$ cat config.mk
export PLATFORM = sky130hd
export DESIGN_NAME = clint_ctrl
export DESIGN_NICKNAME = d
export VERILOG_FILES = /design/src/rtl/clint_ctrl.sv
export SDC_FILE = /design/constraint.sdc
export NUM_CORES = 1
export LEC_CHECK = 0
export CAP_MARGIN = 20
export CORE_AREA = 10 10 152 119
export CTS_CLUSTER_SIZE = 14
export DETAILED_ROUTE_END_ITERATION = 8
export DIE_AREA = 0 0 162 129
export GPL_TIMING_DRIVEN = 0
export HOLD_SLACK_MARGIN = 0.12
export SLEW_MARGIN = 20
export SYNTH_ARGS = -nofsm -noshare
export SYNTH_HDL_FRONTEND = slang
export SYNTH_SLANG_ARGS = --single-unit
$ cat constraint.sdc
create_clock -name clk -period 3.15 [get_ports clk]
set_input_delay 0.63 -clock clk [delete_from_list [all_inputs] [get_ports clk]]
set_output_delay 0.63 -clock clk [all_outputs]
set_load 0.02 [all_outputs]
$ cat src/rtl/clint_ctrl.sv
// Core-local interrupt/exception sequencer: stalls the pipeline, writes mepc/mstatus/mcause, then redirects.
// Optional build macro CLINT_VECTORED_EN enables vectored-mode redirect for asynchronous traps.
module clint_ctrl #(
  parameter int          INT_W       = 8,
  parameter logic [31:0] ASYNC_CAUSE = 32'h8000_0007
) (
  input  logic             clk,
  input  logic             rst,
  input  logic [INT_W-1:0] int_flag_i,
  input  logic [31:0]      inst_i,
  input  logic [31:0]      inst_addr_i,
  input  logic             jump_flag_i,
  input  logic [31:0]      jump_addr_i,
  input  logic             div_started_i,
  input  logic [31:0]      csr_mtvec_i,
  input  logic [31:0]      csr_mepc_i,
  input  logic [31:0]      csr_mstatus_i,
  output logic             hold_flag_o,
  output logic             we_o,
  output logic [11:0]      waddr_o,
  output logic [31:0]      data_o,
  output logic             int_assert_o,
  output logic [31:0]      int_addr_o
);

  localparam logic [31:0] INST_ECALL  = 32'h0000_0073;
  localparam logic [31:0] INST_EBREAK = 32'h0010_0073;
  localparam logic [31:0] INST_MRET   = 32'h3020_0073;

  typedef enum logic [2:0] {
    S_IDLE,
    S_W_MEPC,
    S_W_MSTATUS,
    S_W_MCAUSE,
    S_W_MRET,
    S_REDIRECT
  } state_t;

  state_t      state_q, state_d;
  logic        rst_q;
  logic [31:0] epc_q, cause_q;
  logic        async_q, mret_q;

  logic        is_ecall, is_ebreak, is_mret;
  logic        sync_req, mret_req, async_req;
  logic        detect_en, trap_take, mret_take;
  logic [31:0] epc_d, cause_d, base_addr, trap_addr;

  // Detection is blocked while rst is high and in the first cycle after it,
  // so every output stays quiet across that window.
  always_comb begin
    is_ecall  = (inst_i == INST_ECALL);
    is_ebreak = (inst_i == INST_EBREAK);
    is_mret   = (inst_i == INST_MRET);
    sync_req  = is_ecall | is_ebreak;
    mret_req  = is_mret & ~sync_req;
    async_req = ~sync_req & ~is_mret & (int_flag_i != '0) & csr_mstatus_i[3];
    detect_en = (state_q == S_IDLE) & ~rst & ~rst_q;
    trap_take = detect_en & (sync_req | async_req);
    mret_take = detect_en & mret_req;
  end

  always_comb begin
    epc_d   = inst_addr_i;
    cause_d = ASYNC_CAUSE;
    if (is_ecall)         cause_d = 32'd11;
    else if (is_ebreak)   cause_d = 32'd3;
    if (!sync_req) begin
      if (jump_flag_i)        epc_d = jump_addr_i;
      else if (div_started_i) epc_d = inst_addr_i - 32'd4;
    end
  end

  always_comb begin
    state_d = state_q;
    case (state_q)
      S_IDLE: begin
        if (trap_take)      state_d = S_W_MEPC;
        else if (mret_take) state_d = S_W_MRET;
      end
      S_W_MEPC:    state_d = S_W_MSTATUS;
      S_W_MSTATUS: state_d = S_W_MCAUSE;
      S_W_MCAUSE:  state_d = S_REDIRECT;
      S_W_MRET:    state_d = S_REDIRECT;
      S_REDIRECT:  state_d = S_IDLE;
      default:     state_d = S_IDLE;
    endcase
  end

  always_ff @(posedge clk) begin
    if (rst) begin
      state_q <= S_IDLE;
      rst_q   <= 1'b1;
      epc_q   <= '0;
      cause_q <= '0;
      async_q <= 1'b0;
      mret_q  <= 1'b0;
    end else begin
      state_q <= state_d;
      rst_q   <= 1'b0;
      if (trap_take) begin
        epc_q   <= epc_d;
        cause_q <= cause_d;
        async_q <= ~sync_req;
        mret_q  <= 1'b0;
      end else if (mret_take) begin
        mret_q  <= 1'b1;
      end
    end
  end

  assign base_addr = {csr_mtvec_i[31:2], 2'b00};

`ifdef CLINT_VECTORED_EN
  assign trap_addr = (async_q && csr_mtvec_i[1:0] == 2'b01)
                     ? base_addr + {ASYNC_CAUSE[29:0], 2'b00}
                     : base_addr;
`else
  logic unused_mtvec_mode;
  assign unused_mtvec_mode = &{1'b0, csr_mtvec_i[1:0], async_q};
  assign trap_addr = base_addr;
`endif

  always_comb begin
    hold_flag_o  = ~rst & ((state_q != S_IDLE) | trap_take | mret_take);
    we_o         = 1'b0;
    waddr_o      = '0;
    data_o       = '0;
    int_assert_o = 1'b0;
    int_addr_o   = '0;
    case (state_q)
      S_W_MEPC: begin
        we_o    = 1'b1;
        waddr_o = 12'h341;
        data_o  = epc_q;
      end
      S_W_MSTATUS: begin
        we_o      = 1'b1;
        waddr_o   = 12'h300;
        data_o    = csr_mstatus_i;
        data_o[7] = csr_mstatus_i[3];
        data_o[3] = 1'b0;
      end
      S_W_MCAUSE: begin
        we_o    = 1'b1;
        waddr_o = 12'h342;
        data_o  = cause_q;
      end
      S_W_MRET: begin
        we_o      = 1'b1;
        waddr_o   = 12'h300;
        data_o    = csr_mstatus_i;
        data_o[3] = csr_mstatus_i[7];
        data_o[7] = 1'b1;
      end
      S_REDIRECT: begin
        int_assert_o = 1'b1;
        int_addr_o   = mret_q ? csr_mepc_i : trap_addr;
      end
      default: ;
    endcase
    if (rst) begin
      we_o         = 1'b0;
      waddr_o      = '0;
      data_o       = '0;
      int_assert_o = 1'b0;
      int_addr_o   = '0;
    end
  end

endmodule

==> flow_metrics.py <==
metrics = {
    "job": {
        "maxCapViolations": 0,
    },
    "yosys": {
        "async_flop_share_pct": 0,
        "synthMuxAreaShare_pct": 12.48,
        "syn_area_sq_mm": 0.004129,
        "ys_seq_area_share_pct": 19.39,
        "synth_seq_cells": 40,
        "yosys.area.top_type": "dfxtp_1",
        "netlist_top_cells_area": "dfxtp_1 19%, mux2i_1 11%, nor2_1 7.9%, a22oi_1 5.3%, clkbuf_1 4.0%",
        "yosysTopAreaCellShare_pct": 19.39,
        "synth_edf_count": 0,
        "synth_ff_type": "dfxtp_1",
        "synth_adder_area_share_pct": 0.3030,
        "synth-simple-area-share_pct": 33.21,
        "synth.avg_cell_area_sq_um": 7.094,
        "ys_warn_count": 0,
        "synth_compound_area_share_pct": 26.36,
        "syn_inst": 582,
        "yosys.area_share.xor_xnor_pct": 0.2121,
        "synth_top_family_by_area": "simple AND/OR/NAND/NOR gates",
        "synth.distinct_cells": 64,
    },
    "pwr": {
        "p_sw_share_pct": 30.93,
        "power.share.combinational_pct": 38.7,
        "pwr-share-clk_pct": 29.1,
        "irDropWorstVdd_mv": 0.1937,
        "leakagePower_nw": 2.890,
        "p_int_mw": 1.249,
        "seqPwrFrac_pct": 32.2,
        "switchingPower_uw": 559.5,
        "power.density_mw_per_mm2": 239.8,
    },
    "placed_design": {
        "detailed_place_hpwl_microns": 19960,
        "place.gp.congestion": 0.9359,
        "io_buffers": 269,
    },
    "detailed_routing": {
        "drtIter0Drc": 476,
        "firstDrtPassIters": 5,
        "vias_per_cell": 5.371,
        "ant_nets": 0,
        "wirelength_microns": 23960,
        "dr_total_vias": 5806,
        "route.detailed.drc": 0,
        "wl_per_cell_microns": 22.16,
    },
    "critical_path": {
        "r2r_cells": 7,
        "max_stage_delay_ns": 0.44,
        "timing.rr.start": "state_q[1]$_SDFFE_PP0P_",
        "r2r_slack_ns": 0.68,
        "cp.required_ns": 2.52,
        "rr_endpoint": "epc_q[16]$_SDFFE_PP0P_",
        "crit_chain": "clkdlybuf4s50_1, nor4_2, and4_4, clkbuf_8, nand4_1, a31oi_2, buf_6",
        "crit_path_end_kind": "output pin",
        "worstSetupStartpointType": "primary input",
        "crit_slowest_cell": "clkdlybuf4s50_1",
        "critical_path_arrival_ns": 2.53,
        "crit_type": "primary input to output pin",
        "cp_max_fo": 10,
    },
    "outcome": {
        "status": "finished with violations",
        "violations": "setup timing",
    },
    "die": {
        "die-area_sq_mm": 0.02090,
        "num_rows": 39,
        "io-pin-count": 283,
        "fp.dieH_microns": 129,
        "die_w_microns": 162,
        "core_area_sq_mm": 0.01503,
        "start_util_pct": 27.47,
    },
    "sta": {
        "max_freq_ghz": 0.3166,
        "skew_ns": 0.01573,
        "setup_viol": 1,
        "fin_crit_ns": 3.158,
        "rsz0062_at_grt": "true",
        "fin_ws_ns": -0.008376,
        "slew_viol_final": 0,
        "holdWs_ns": 0.4734,
        "hold_viol": 0,
        "slew_headroom_pct": 40.61,
        "tightest_slew_ns": 0.8835,
        "min_period_over_period_pct": 100.3,
    },
    "cells_and_area": {
        "fin_nets": 1080,
        "post_route_cells_drive_above_1_share_pct": 14.38,
        "num_antenna_cells": 0,
        "utilization_pct": 50.17,
        "syn2layout_area_growth_pct": 82.64,
    },
    "cts": {
        "tritoncts": "built",
        "clock_path_buffers": 2,
        "clock_latency_ns": 0.30,
        "htreeDepth": 2,
        "cts_buffers": 5,
        "cts_root_buf": "clkbuf_16",
        "numClockSinks": 40,
        "path_clk_slew_ns": 0.06,
        "postCtsHoldBufs": 0,
    },
    "hold_path": {
        "hold_start": "epc_q[0]$_SDFFE_PP0P_",
        "hold_path_depth": 2,
        "hp-class": "flip-flop to flip-flop",
        "whs_endpoint": "epc_q[0]$_SDFFE_PP0P_",
    },
    "global_routing": {
        "grt_pass1_wl_microns": 35090,
        "first_global_vias": 5858,
        "gr-total-overflow": 0,
        "grt_use_total_pct": 21.38,
        "grt_max_degree": 12,
        "antenna_found_initial": 0,
    },
}
registers in the layout, indices dropped and copies added, names as in the netlist:
signal and count:
epc_q 32, mret_q 1, rst_q 1, state_q 3, cause_q 3
cells in the final DEF, fill, tap and decap left out, types with 5 or more instances in the layout:
cell type / n
a21oi_1: 29
a22oi_1: 29
a31oi_1: 20
a32o_1: 5
and3_1: 5
buf_2: 12
buf_4: 25
clkbuf_1: 26
clkbuf_16: 5
clkbuf_2: 11
clkdlybuf4s15_2: 21
clkdlybuf4s50_1: 198
conb_1: 7
dfxtp_1: 40
dlygate4sd2_1: 37
inv_1: 17
mux2i_1: 47
nand2_1: 26
nand2b_1: 18
nand3_1: 9
nand4_1: 11
nor2_1: 86
nor2b_1: 12
nor3_1: 23
nor4_1: 9
nor4_2: 5
nor4_4: 5
nor4b_1: 6
o21ai_0: 15
o22ai_1: 13
o31a_1: 5
or3_1: 7
or4_1: 5
per-stage QoR:
stage / power, mW / instances / area [sq um] / setup WS (ns) / setup TNS [ns]
after CTS: 1.796 / 1073 / 7426 / -0.1667 / -0.1667
after global placement: 1.247 / 1062 / 7107 / -1.523 / -47.15
after detailed placement: 1.255 / 1062 / 7113 / -1.564 / -50.61
after global routing: 1.892 / 1081 / 7541 / -0.05411 / -0.06642
after floorplan: 0.8579 / 588 / 4158 / 0.02149 / 0
final: 1.809 / 1081 / 7541 / -0.008376 / -0.008376
worst max-delay path by stage:
| stage | start | end | slack, ns | cells past startpoint |
|---|---|---|---|---|
| final | inst_i[9] | hold_flag_o | -0.008 | 7 |
| after global routing | inst_i[4] | hold_flag_o | -0.05 | 8 |
| after CTS | int_flag_i[5] | hold_flag_o | -0.17 | 8 |
| after detailed placement | inst_i[15] | hold_flag_o | -1.56 | 8 |
| after global placement | inst_i[15] | hold_flag_o | -1.52 | 8 |
| after floorplan | inst_i[10] | hold_flag_o | 0.02 | 6 |
cells in the mapped netlist, types with 2 or more instances:
master / n
and3_1: 5
a31o_2: 3
or2_2: 4
a221o_1: 3
a31oi_1: 21
or4_1: 7
a32oi_1: 4
mux2_2: 4
o21ai_0: 15
nor4_1: 17
nor3_1: 24
nor4_2: 2
or4_4: 2
o21bai_1: 4
nand2_1: 26
nand4bb_1: 2
nand4_1: 11
and4b_1: 2
dfxtp_1: 40
nor3b_1: 2
nor2b_1: 13
and4_1: 2
nor2_1: 87
nor4bb_1: 2
buf_2: 4
a22oi_1: 29
clkbuf_1: 44
a32o_1: 5
o31ai_1: 2
or3_1: 7
nor4b_1: 7
o311ai_0: 3
o22ai_1: 13
buf_4: 9
buf_1: 2
a21oi_1: 29
nand3_1: 10
a41oi_1: 4
a21o_1: 3
nor3_2: 2
inv_1: 17
nand2b_1: 18
mux2i_1: 47
o31a_1: 5
power by group through the flow:
stage                     Clock (mW)  Combinational [mW]  Sequential (mW)
after floorplan                    0               0.285            0.573
after global placement             0               0.660            0.588
after detailed placement           0               0.667            0.588
after CTS                      0.531               0.687            0.577
after global routing           0.552               0.754            0.586
final                          0.526               0.700            0.582
cell type report:
class / instances / area [sq um]
Buffer: 57 / 320.3
Clock buffer: 8 / 146.4
Fill cell: 1517 / 7488
Inverter: 18 / 67.56
Multi-Input combinational cell: 471 / 3216
Sequential cell: 40 / 800.8
Tap cell: 205 / 256.5
Timing Repair Buffer: 282 / 2734
timing repair:
action,in CTS,in global routing
resized for setup,185,33
pin swaps,6,9
setup endpoints to repair,97,43
endpoints found under the hold margin,0,0
buffers inserted,4,9
per-layer routing:
metal,track usage (%),wire length (microns),up-vias
met5,0,0,-
li1,-,-,2763
met1,28.74,10680,2723
met3,5.991,2115,27
met4,6.140,425,0
met2,32.66,10740,293
cells by family (layout without fill, tap and decap cells):
| logic type | Yosys count | count (layout) |
|---|---|---|
| AND/OR/NAND/NOR | 255 | 255 |
| AO/OA/AOI/OAI | 156 | 156 |
| buffers and inverters | 77 | 365 |
| multiplexers | 51 | 51 |
| flip-flops | 40 | 40 |
| adder cells (fa/ha/maj) | 1 | 1 |
| other | 1 | 7 |
| XOR/XNOR | 1 | 1 |
worst max-delay path, delay by kind of cell:
| family | cells | cell delay, ns |
|---|---|---|
| AO/OA/AOI/OAI | 1 | 0.28 |
| AND/OR/NAND/NOR | 3 | 0.84 |
| buffers and inverters | 3 | 0.78 |
Note: power is estimated with default switching activity, not from simulation.
